<file path="config.mk">
export PLATFORM = sky130hd
export DESIGN_NAME = spi_flash_slave_flat
export DESIGN_NICKNAME = d
export VERILOG_FILES = /design/src/rtl/spi_flash_slave_pkg.sv /design/src/rtl/spi_flash_slave_if.sv /design/src/rtl/spi_slave_sync.sv /design/src/rtl/spi_flash_slave.sv /design/src/flat_wrapper.sv
export SDC_FILE = /design/constraint.sdc
export NUM_CORES = 2
export LEC_CHECK = 0
export ABC_AREA = 1
export CELL_PAD_IN_SITES_DETAIL_PLACEMENT = 1
export CELL_PAD_IN_SITES_GLOBAL_PLACEMENT = 2
export CORE_MARGIN = 1.5
export CORE_UTILIZATION = 41
export CTS_CLUSTER_SIZE = 24
export DETAILED_ROUTE_END_ITERATION = 12
export GPL_ROUTABILITY_DRIVEN = 1
export PLACE_DENSITY = 0.79
export SYNTH_ARGS = -nofsm -noshare
export SYNTH_HDL_FRONTEND = slang
export SYNTH_HIERARCHICAL = 1
export SYNTH_SLANG_ARGS = --single-unit
</file>
<file path="constraint.sdc">
create_clock -name i_clk -period 7.5 [get_ports i_clk]
set_input_delay 0.75 -clock i_clk [delete_from_list [all_inputs] [get_ports i_clk]]
set_output_delay 0.75 -clock i_clk [all_outputs]
set_load 0.01 [all_outputs]
</file>
<file path="src/rtl/spi_flash_slave_pkg.sv">
// Shared definitions for the SPI flash responder: opcodes, FSM states and status layout.
package spi_flash_slave_pkg;

  typedef enum logic [2:0] {
    ST_IDLE,
    ST_CMD,
    ST_ADDR,
    ST_RDATA,
    ST_PDATA,
    ST_STAT,
    ST_IGNORE
  } state_t;

  localparam logic [7:0] OP_WREN = 8'h06;
  localparam logic [7:0] OP_WRDI = 8'h04;
  localparam logic [7:0] OP_RDSR = 8'h05;
  localparam logic [7:0] OP_READ = 8'h03;
  localparam logic [7:0] OP_PP   = 8'h02;

  localparam int SR_WIP_BIT = 0;
  localparam int SR_WEL_BIT = 1;

  // Write-in-progress never sets: programming completes within the byte.
  function automatic logic [7:0] status_byte(input logic wel);
    logic [7:0] sr;
    sr             = 8'h00;
    sr[SR_WIP_BIT] = 1'b0;
    sr[SR_WEL_BIT] = wel;
    return sr;
  endfunction

endpackage

</file>
<file path="src/rtl/spi_flash_slave_if.sv">
// SPI pin bundle between a flash master and the flash responder.
interface spi_flash_slave_if;
  logic sclk;
  logic cs_n;
  logic mosi;
  logic miso;

  modport master (output sclk, output cs_n, output mosi, input miso);
  modport slave  (input sclk, input cs_n, input mosi, output miso);
endinterface

</file>
<file path="src/rtl/spi_slave_sync.sv">
// Two-flop synchronizers for the asynchronous SPI pins plus SCLK and CS edge pulses.
module spi_slave_sync (
  input  logic i_clk,
  input  logic i_rst,
  input  logic i_sclk,
  input  logic i_cs_n,
  input  logic i_mosi,
  output logic o_sclk_rise,
  output logic o_sclk_fall,
  output logic o_cs_rise,
  output logic o_cs_fall,
  output logic o_cs_n,
  output logic o_mosi
);

  // Bit 0 and 1 form the synchronizer, bit 2 is the previous synced value.
  logic [2:0] sclk_q;
  logic [2:0] cs_q;
  logic [1:0] mosi_q;

  always_ff @(posedge i_clk) begin
    if (i_rst) begin
      sclk_q <= 3'b000;
      cs_q   <= 3'b111;
      mosi_q <= 2'b00;
    end else begin
      sclk_q <= {sclk_q[1:0], i_sclk};
      cs_q   <= {cs_q[1:0], i_cs_n};
      mosi_q <= {mosi_q[0], i_mosi};
    end
  end

  assign o_sclk_rise = sclk_q[1] & ~sclk_q[2];
  assign o_sclk_fall = ~sclk_q[1] & sclk_q[2];
  assign o_cs_rise   = cs_q[1] & ~cs_q[2];
  assign o_cs_fall   = ~cs_q[1] & cs_q[2];
  assign o_cs_n      = cs_q[1];
  assign o_mosi      = mosi_q[1];

endmodule

</file>
<file path="src/rtl/spi_flash_slave.sv">
// SPI mode-0 flash responder: WREN/WRDI/RDSR/READ/PP decode serving a small byte memory.
module spi_flash_slave
  import spi_flash_slave_pkg::*;
#(
  parameter int P_MEM_DEPTH  = 256,
  parameter int P_ADDR_BYTES = 3
) (
  input  logic               i_clk,
  input  logic               i_rst,
  spi_flash_slave_if.slave   spi,
  output logic [7:0]         o_cmd,
  output logic               o_cmd_valid,
  output logic               o_wel,
  output logic               o_prog_valid,
  output logic [7:0]         o_prog_addr,
  output logic [7:0]         o_prog_data
);

  localparam int AW        = $clog2(P_MEM_DEPTH);
  localparam int ADDR_BITS = 8 * P_ADDR_BYTES;
  localparam int ACW       = $clog2(ADDR_BITS);

  logic sclk_rise, sclk_fall, cs_rise, cs_fall, cs_n, mosi;

  spi_slave_sync u_sync (
    .i_clk       (i_clk),
    .i_rst       (i_rst),
    .i_sclk      (spi.sclk),
    .i_cs_n      (spi.cs_n),
    .i_mosi      (spi.mosi),
    .o_sclk_rise (sclk_rise),
    .o_sclk_fall (sclk_fall),
    .o_cs_rise   (cs_rise),
    .o_cs_fall   (cs_fall),
    .o_cs_n      (cs_n),
    .o_mosi      (mosi)
  );

  logic [7:0]     mem [P_MEM_DEPTH];

  state_t         state_q;
  logic [2:0]     bit_cnt_q;
  logic [ACW-1:0] addr_cnt_q;
  logic [AW-1:0]  addr_q;
  logic [7:0]     rx_q;
  logic [7:0]     tx_q;
  logic [7:0]     cmd_q;
  logic           cmd_valid_q;
  logic           wel_q;
  logic           pp_wel_q;
  logic           is_read_q;
  logic           miso_q;
  logic           prog_valid_q;
  logic [7:0]     prog_addr_q;
  logic [7:0]     prog_data_q;

  logic [7:0]     rx_d;
  logic [AW-1:0]  addr_d;
  logic           mem_we;

  always_comb begin
    rx_d   = {rx_q[6:0], mosi};
    addr_d = {addr_q[AW-2:0], mosi};
    // Synced CS high blocks the write even when the 8th rise lands in the same cycle.
    mem_we = (state_q == ST_PDATA) && sclk_rise && (bit_cnt_q == 3'd7) && !cs_n;
  end

  always_ff @(posedge i_clk) begin
    if (sclk_rise) rx_q <= rx_d;
    if (mem_we)    mem[addr_q] <= rx_d;
  end

  always_ff @(posedge i_clk) begin
    if (i_rst) begin
      state_q      <= ST_IDLE;
      bit_cnt_q    <= 3'd0;
      addr_cnt_q   <= '0;
      cmd_q        <= 8'h00;
      cmd_valid_q  <= 1'b0;
      wel_q        <= 1'b0;
      pp_wel_q     <= 1'b0;
      is_read_q    <= 1'b0;
      miso_q       <= 1'b0;
      prog_valid_q <= 1'b0;
      prog_addr_q  <= 8'h00;
      prog_data_q  <= 8'h00;
    end else begin
      cmd_valid_q  <= 1'b0;
      prog_valid_q <= 1'b0;
      if (cs_n) begin
        state_q    <= ST_IDLE;
        bit_cnt_q  <= 3'd0;
        addr_cnt_q <= '0;
        miso_q     <= 1'b0;
        // A PP that started with the latch set always consumes it at CS release.
        if (cs_rise && pp_wel_q) begin
          wel_q    <= 1'b0;
          pp_wel_q <= 1'b0;
        end
      end else begin
        unique case (state_q)
          ST_IDLE: begin
            if (cs_fall) state_q <= ST_CMD;
          end
          ST_CMD: begin
            if (sclk_rise) begin
              bit_cnt_q <= bit_cnt_q + 3'd1;
              if (bit_cnt_q == 3'd7) begin
                cmd_q       <= rx_d;
                cmd_valid_q <= 1'b1;
                is_read_q   <= (rx_d == OP_READ);
                case (rx_d)
                  OP_WREN: begin
                    wel_q   <= 1'b1;
                    state_q <= ST_IGNORE;
                  end
                  OP_WRDI: begin
                    wel_q   <= 1'b0;
                    state_q <= ST_IGNORE;
                  end
                  OP_RDSR: begin
                    tx_q    <= status_byte(wel_q);
                    state_q <= ST_STAT;
                  end
                  OP_READ: state_q <= ST_ADDR;
                  OP_PP: begin
                    if (wel_q) begin
                      pp_wel_q <= 1'b1;
                      state_q  <= ST_ADDR;
                    end else begin
                      state_q  <= ST_IGNORE;
                    end
                  end
                  default: state_q <= ST_IGNORE;
                endcase
              end
            end
          end
          ST_ADDR: begin
            if (sclk_rise) begin
              addr_q     <= addr_d;
              addr_cnt_q <= addr_cnt_q + 1'b1;
              if (addr_cnt_q == ACW'(ADDR_BITS - 1)) begin
                bit_cnt_q <= 3'd0;
                if (is_read_q) begin
                  tx_q    <= mem[addr_d];
                  state_q <= ST_RDATA;
                end else begin
                  state_q <= ST_PDATA;
                end
              end
            end
          end
          ST_RDATA: begin
            if (sclk_fall) begin
              miso_q    <= tx_q[7];
              bit_cnt_q <= bit_cnt_q + 3'd1;
              if (bit_cnt_q == 3'd7) begin
                addr_q <= addr_q + 1'b1;
                tx_q   <= mem[addr_q + 1'b1];
              end else begin
                tx_q   <= {tx_q[6:0], 1'b0};
              end
            end
          end
          ST_STAT: begin
            if (sclk_fall) begin
              miso_q    <= tx_q[7];
              bit_cnt_q <= bit_cnt_q + 3'd1;
              tx_q      <= (bit_cnt_q == 3'd7) ? status_byte(wel_q) : {tx_q[6:0], 1'b0};
            end
          end
          ST_PDATA: begin
            if (sclk_rise) begin
              bit_cnt_q <= bit_cnt_q + 3'd1;
              if (bit_cnt_q == 3'd7) begin
                prog_valid_q <= 1'b1;
                prog_addr_q  <= 8'(addr_q);
                prog_data_q  <= rx_d;
                addr_q       <= addr_q + 1'b1;
              end
            end
          end
          ST_IGNORE: miso_q <= 1'b0;
          default:   state_q <= ST_IDLE;
        endcase
      end
    end
  end

  assign spi.miso     = miso_q;
  assign o_cmd        = cmd_q;
  assign o_cmd_valid  = cmd_valid_q;
  assign o_wel        = wel_q;
  assign o_prog_valid = prog_valid_q;
  assign o_prog_addr  = prog_addr_q;
  assign o_prog_data  = prog_data_q;

endmodule

</file>
<file path="src/flat_wrapper.sv">
// flat-port wrapper written by rule: the top's interface ports become plain ports
module spi_flash_slave_flat import spi_flash_slave_pkg::*;
#(
  parameter int P_MEM_DEPTH  = 256,
  parameter int P_ADDR_BYTES = 3
)
  (i_clk, i_rst, o_cmd, o_cmd_valid, o_wel, o_prog_valid, o_prog_addr, o_prog_data, spi_sclk, spi_cs_n, spi_mosi, spi_miso);
  spi_flash_slave_if spi_i ();
  input  logic i_clk;
  input  logic i_rst;
  output logic [7:0] o_cmd;
  output logic o_cmd_valid;
  output logic o_wel;
  output logic o_prog_valid;
  output logic [7:0] o_prog_addr;
  output logic [7:0] o_prog_data;
  input wire logic [$bits(spi_i.sclk)-1:0] spi_sclk;
  input wire logic [$bits(spi_i.cs_n)-1:0] spi_cs_n;
  input wire logic [$bits(spi_i.mosi)-1:0] spi_mosi;
  output wire logic [$bits(spi_i.miso)-1:0] spi_miso;
  assign spi_i.sclk = spi_sclk;
  assign spi_i.cs_n = spi_cs_n;
  assign spi_i.mosi = spi_mosi;
  assign spi_miso = spi_i.miso;
  spi_flash_slave #(.P_MEM_DEPTH(P_MEM_DEPTH), .P_ADDR_BYTES(P_ADDR_BYTES)) u_core (.i_clk(i_clk), .i_rst(i_rst), .spi(spi_i), .o_cmd(o_cmd), .o_cmd_valid(o_cmd_valid), .o_wel(o_wel), .o_prog_valid(o_prog_valid), .o_prog_addr(o_prog_addr), .o_prog_data(o_prog_data));
endmodule
</file>
==> tab_implementation.tex <==
\begin{tabular}{lr}
\hline
Metric & Value \\
\hline
\multicolumn{2}{l}{\textbf{Clock network}} \\
\quad Cts hold-fix bufs & 0 \\
\quad Number of buffers inserted during clock tree synthesis & 239 \\
\quad Resized cells post-CTS & 0 \\
\quad Maximum number of buffers from clock root to sink & 3 \\
\quad CTS tree & done \\
\quad H-Tree Level Count & 4 \\
\quad Clock latency on the worst-skew pair & roughly 890 ps \\
\quad \# clock sinks & roughly 2100 \\
\quad Clock Pin Slew Worst Setup and Hold Paths & 60 ps \\
\quad Post-CTS setup buffers & 0 \\
\quad Clock tree root buffer cell & clkbuf\_16 \\
\multicolumn{2}{l}{\textbf{Timing}} \\
\quad Total negative setup slack & 0 ps \\
\quad RSZ-0062 raised after global routing & false \\
\quad Setup Skew & around 34 ps \\
\quad Post-route fraction of the period consumed by the critical path & about 76\% \\
\quad Final hold viol count & 0 \\
\quad Remaining max-slew budget at the tightest pin & approximately 1.5\% \\
\quad Total count of max-transition violations in the final report & 0 \\
\quad Worst-margin pin slew & 1476 ps \\
\quad Post-Route Hold Slack & 381.8 ps \\
\quad Final-report setup violation count & 0 \\
\quad Final min period & $\sim$5700 ps \\
\quad Highest Clock Rate & 174.4 MHz \\
\multicolumn{2}{l}{\textbf{Worst setup path}} \\
\quad Worst setup EP type & flop \\
\quad Worst setup path startpoint & u\_core/addr\_q[2]\$\_DFFE\_PP\_ \\
\quad Startpoint types & flop \\
\quad Maximum fanout count along the critical path & 64 \\
\quad Cell count of the worst reg-to-reg path & 15 \\
\quad Launching point of the worst reg2reg path & u\_core/addr\_q[2]\$\_DFFE\_PP\_ \\
\quad Largest stage delay, worst path & 860 ps \\
\quad Category of the critical setup timing path & reg2reg \\
\quad Register-to-register setup slack & 1770 ps \\
\quad CP Cell Sequence & nand2\_1 > inv\_4 > nand3\_1 > nand2\_4 > inv\_6 > buf\_12 > nand3\_1 > nand2\_1 > nand2\_1 > nand3\_1 > nand3\_1 > nand3\_1 > nand2\_1 > nand2\_1 > nand3\_1 \\
\quad Crit-path most repeated cell & nand3\_1 \\
\quad Worst path arrival time & 6490 ps \\
\quad CP max stage cell & nand2\_4 \\
\quad Worst endpoint required time & 8260 ps \\
\quad Critical R2R Capture & u\_core/tx\_q[5]\$\_DFFE\_PP\_ \\
\quad Worst setup endpoint & u\_core/tx\_q[5]\$\_DFFE\_PP\_ \\
\multicolumn{2}{l}{\textbf{Synth}} \\
\quad Post-synth top flop & edfxtp\_1 \\
\quad Post-Synthesis Net Count & 11750 \\
\quad Number of enable flip-flop cells after synthesis & 2071 \\
\quad Dominant cell type by area after synthesis & edfxtp\_1 \\
\quad Yosys warns & 6 \\
\quad Flop and latch count out of synthesis & roughly 2100 \\
\quad Count of mapped cells out of synthesis & about 12000 \\
\quad Cell types with the largest area share after synthesis & edfxtp\_1 (58\%), nand3\_1 (11\%), nand2\_1 (9.9\%), nor2\_1 (5.1\%), o211ai\_1 (3.8\%) \\
\quad Share of flip-flops with an asynchronous set or reset after synthesis & 0\% \\
\quad Area share of the largest cell type after synthesis & 58.32\% \\
\quad Synth Area per Inst & 9.085 um2 \\
\quad Most common library cells after synthesis & nand2\_1 (2801), nand3\_1 (2341), edfxtp\_1 (2071) \\
\quad Post-synthesis cell type count & 36 \\
\quad Synthesized cell area & around 0.11 mm2 \\
\quad Seq/Total Area, Yosys & 59.24\% \\
\quad Cell with the most instances after synthesis & nand2\_1 \\
\multicolumn{2}{l}{\textbf{Floorplan}} \\
\quad Die outline width & 513.0 um \\
\quad Initial cell density of the core & 41.17\% \\
\quad Die H & 513.0 um \\
\quad Boundary Pins & 33 \\
\quad Die area & 0.2631 mm2 \\
\quad Row count & $\sim$190 \\
\quad Core box area & roughly 0.26 mm2 \\
\multicolumn{2}{l}{\textbf{Detailed routing}} \\
\quad Routed Antenna Nets & 0 \\
\quad Detailed Route Iter0 Violations & 9109 \\
\quad Detailed-route via count & 89600 \\
\quad Final routed wirelength across all metal layers & 418900 um \\
\quad Number of design rule violations left after detail routing & 0 \\
\quad Drt first pass iters & 6 \\
\quad DR WL/cell & $\sim$28 um \\
\quad Vias per Instance & around 6.0 \\
\multicolumn{2}{l}{\textbf{Global route}} \\
\quad Wire length of the first global-routing pass & between 600000 and 700000 um \\
\quad Global Route Usage Sum & 31.26\% \\
\quad Overflow left after global routing & 0 \\
\quad Initial antenna violation count & 11 \\
\quad Pin count of the biggest net entering global routing & between 200 and 250 \\
\quad Vias in the first global route & 90380 \\
\multicolumn{2}{l}{\textbf{Run status}} \\
\quad Outcome & finished, final reports clean \\
\multicolumn{2}{l}{\textbf{Finish}} \\
\quad Layout overhead on the synthesized area & 9.452\% \\
\quad Share of final-layout standard cells stronger than drive strength 1 & 5.275\% \\
\quad Final-stage net count & 11320 \\
\quad Area taken by flip-flops and latches & 0.06317 mm2 \\
\quad FILL cells & 29240 \\
\quad Area of combinational cells with multiple inputs & 0.03733 mm2 \\
\multicolumn{2}{l}{\textbf{Power}} \\
\quad Worst supply voltage drop on vdd & 0.2386 mV \\
\quad Cell leakage power & 42.25 nW \\
\quad Power Dens Cells & around 210 mW/mm2 \\
\multicolumn{2}{l}{\textbf{Placement}} \\
\quad HPWL Detailed & 246300 um \\
\quad Final RePlAce weighted congestion & 0.8560 \\
\quad Count of input and output buffers & 32 \\
\multicolumn{2}{l}{\textbf{Worst hold path}} \\
\quad Tightest Hold Check Type & in2reg \\
\multicolumn{2}{l}{\textbf{Flow run}} \\
\quad Number of max-cap violations & 0 \\
\hline
\end{tabular}
==> cells by family (layout without fill, tap and decap cells) <==
logic type | Yosys count | count (layout) | synth area share, %
other | 0 | 7 | 0
AO/OA/AOI/OAI | 1396 | 1396 | 7.917
adder cells (fa/ha/maj) | 7 | 7 | 0.08214
buffers and inverters | 1462 | 1234 | 5.870
AND/OR/NAND/NOR | 6750 | 6750 | 26.87
XOR/XNOR | 1 | 1 | 0.01526
flip-flops | 2120 | 2120 | 59.24
==> critical path, delay by kind of cell (launching register included) <==
kind,cells,cell delay [ps]
flip-flops,1,550
AND/OR/NAND/NOR,12,3380
buffers and inverters,3,1400
==> per-stage QoR <==
stage | instance area [um2] | total power [mW] | instances | utilization, % | worst slack, ps
2_1_floorplan | 106600 | 13.39 | 11740 | - | 1447
3_3_place_gp | 109100 | 13.52 | 14470 | 42.13 | 2047
3_5_place_dp | 109100 | 13.53 | 14470 | 42.13 | 2075
4_1_cts | 116700 | 25.06 | 14910 | 45.05 | 2056
5_1_grt | 116700 | 25.50 | 14910 | 45.05 | 1925
6_report | 116700 | 24.87 | 14920 | 45.06 | 1765
==> placed cells by master (no fill, tap or decap), types with 48 or more instances in the layout <==
master,n
a21oi_1,56
buf_4,137
clkbuf_1,52
clkbuf_16,243
clkinv_1,63
clkinv_2,55
dfxtp_1,48
edfxtp_1,2071
inv_1,568
nand2_1,2785
nand3_1,2338
nor2_1,1447
o211ai_1,542
o21ai_0,763
or2_2,58
==> registers in the layout, indices dropped and copies added (netlist names) <==
| signal | flops |
|---|---|
| u_core/state_q | 3 |
| u_core/u_sync/cs_q | 3 |
| u_core/o_cmd | 8 |
| u_core/is_read_q | 1 |
| u_core/o_cmd_valid | 1 |
| u_core/o_prog_data | 8 |
| u_core/mem | 2048 |
| u_core/o_prog_valid | 1 |
| u_core/u_sync/mosi_q | 2 |
| u_core/spi.miso | 1 |
| u_core/o_wel | 1 |
| u_core/pp_wel_q | 1 |
| u_core/o_prog_addr | 8 |
| u_core/addr_q | 8 |
| u_core/addr_cnt_q | 5 |
| u_core/tx_q | 8 |
| u_core/bit_cnt_q | 3 |
| u_core/rx_q | 7 |
| u_core/u_sync/sclk_q | 3 |
==> metal layers <==
layer	up-vias	share of wire, %	GRT usage (%)
li1	39740	-	-
met1	45730	42	41.95
met2	3305	47	50.72
met3	824	6.5	4.326
met4	12	4.4	13.11
met5	-	0.018	0
==> report_power, final <==
group          internal [mW]  total (mW)  switching, mW  leakage (nW)
Sequential              12.9        12.9        0.00552          19.1
Combinational         0.0893       0.386          0.296          19.5
Clock                   6.57        11.6           5.01          3.73
==> worst min-delay path by stage <==
stage                                             startpoint                            endpoint  slack, ps  cells past startpoint
after floorplan             u_core/u_sync/cs_q[0]$_SDFF_PP1_    u_core/u_sync/cs_q[1]$_SDFF_PP1_        390                      2
after global placement    u_core/u_sync/mosi_q[0]$_SDFF_PP0_  u_core/u_sync/mosi_q[1]$_SDFF_PP0_        380                      2
after detailed placement  u_core/u_sync/mosi_q[0]$_SDFF_PP0_  u_core/u_sync/mosi_q[1]$_SDFF_PP0_        390                      2
after CTS                                           spi_mosi  u_core/u_sync/mosi_q[0]$_SDFF_PP0_        330                      3
after global routing                                spi_mosi  u_core/u_sync/mosi_q[0]$_SDFF_PP0_        370                      3
final                                               spi_mosi  u_core/u_sync/mosi_q[0]$_SDFF_PP0_        380                      3
==> area by class of cell <==
| cell class | count | area share, % |
|---|---|---|
| clock inverters | 143 | 1.032 |
| clock buffers | 301 | 5.448 |
| well taps | 3402 | 3.647 |
| multi-input cells | 8154 | 31.99 |
| repair buffers | 208 | 1.825 |
| diodes | 7 | 0.01501 |
| flip-flops and latches | 2120 | 54.13 |
| inverters | 582 | 1.912 |
No activity file was read; power rests on OpenSTA's default activity.
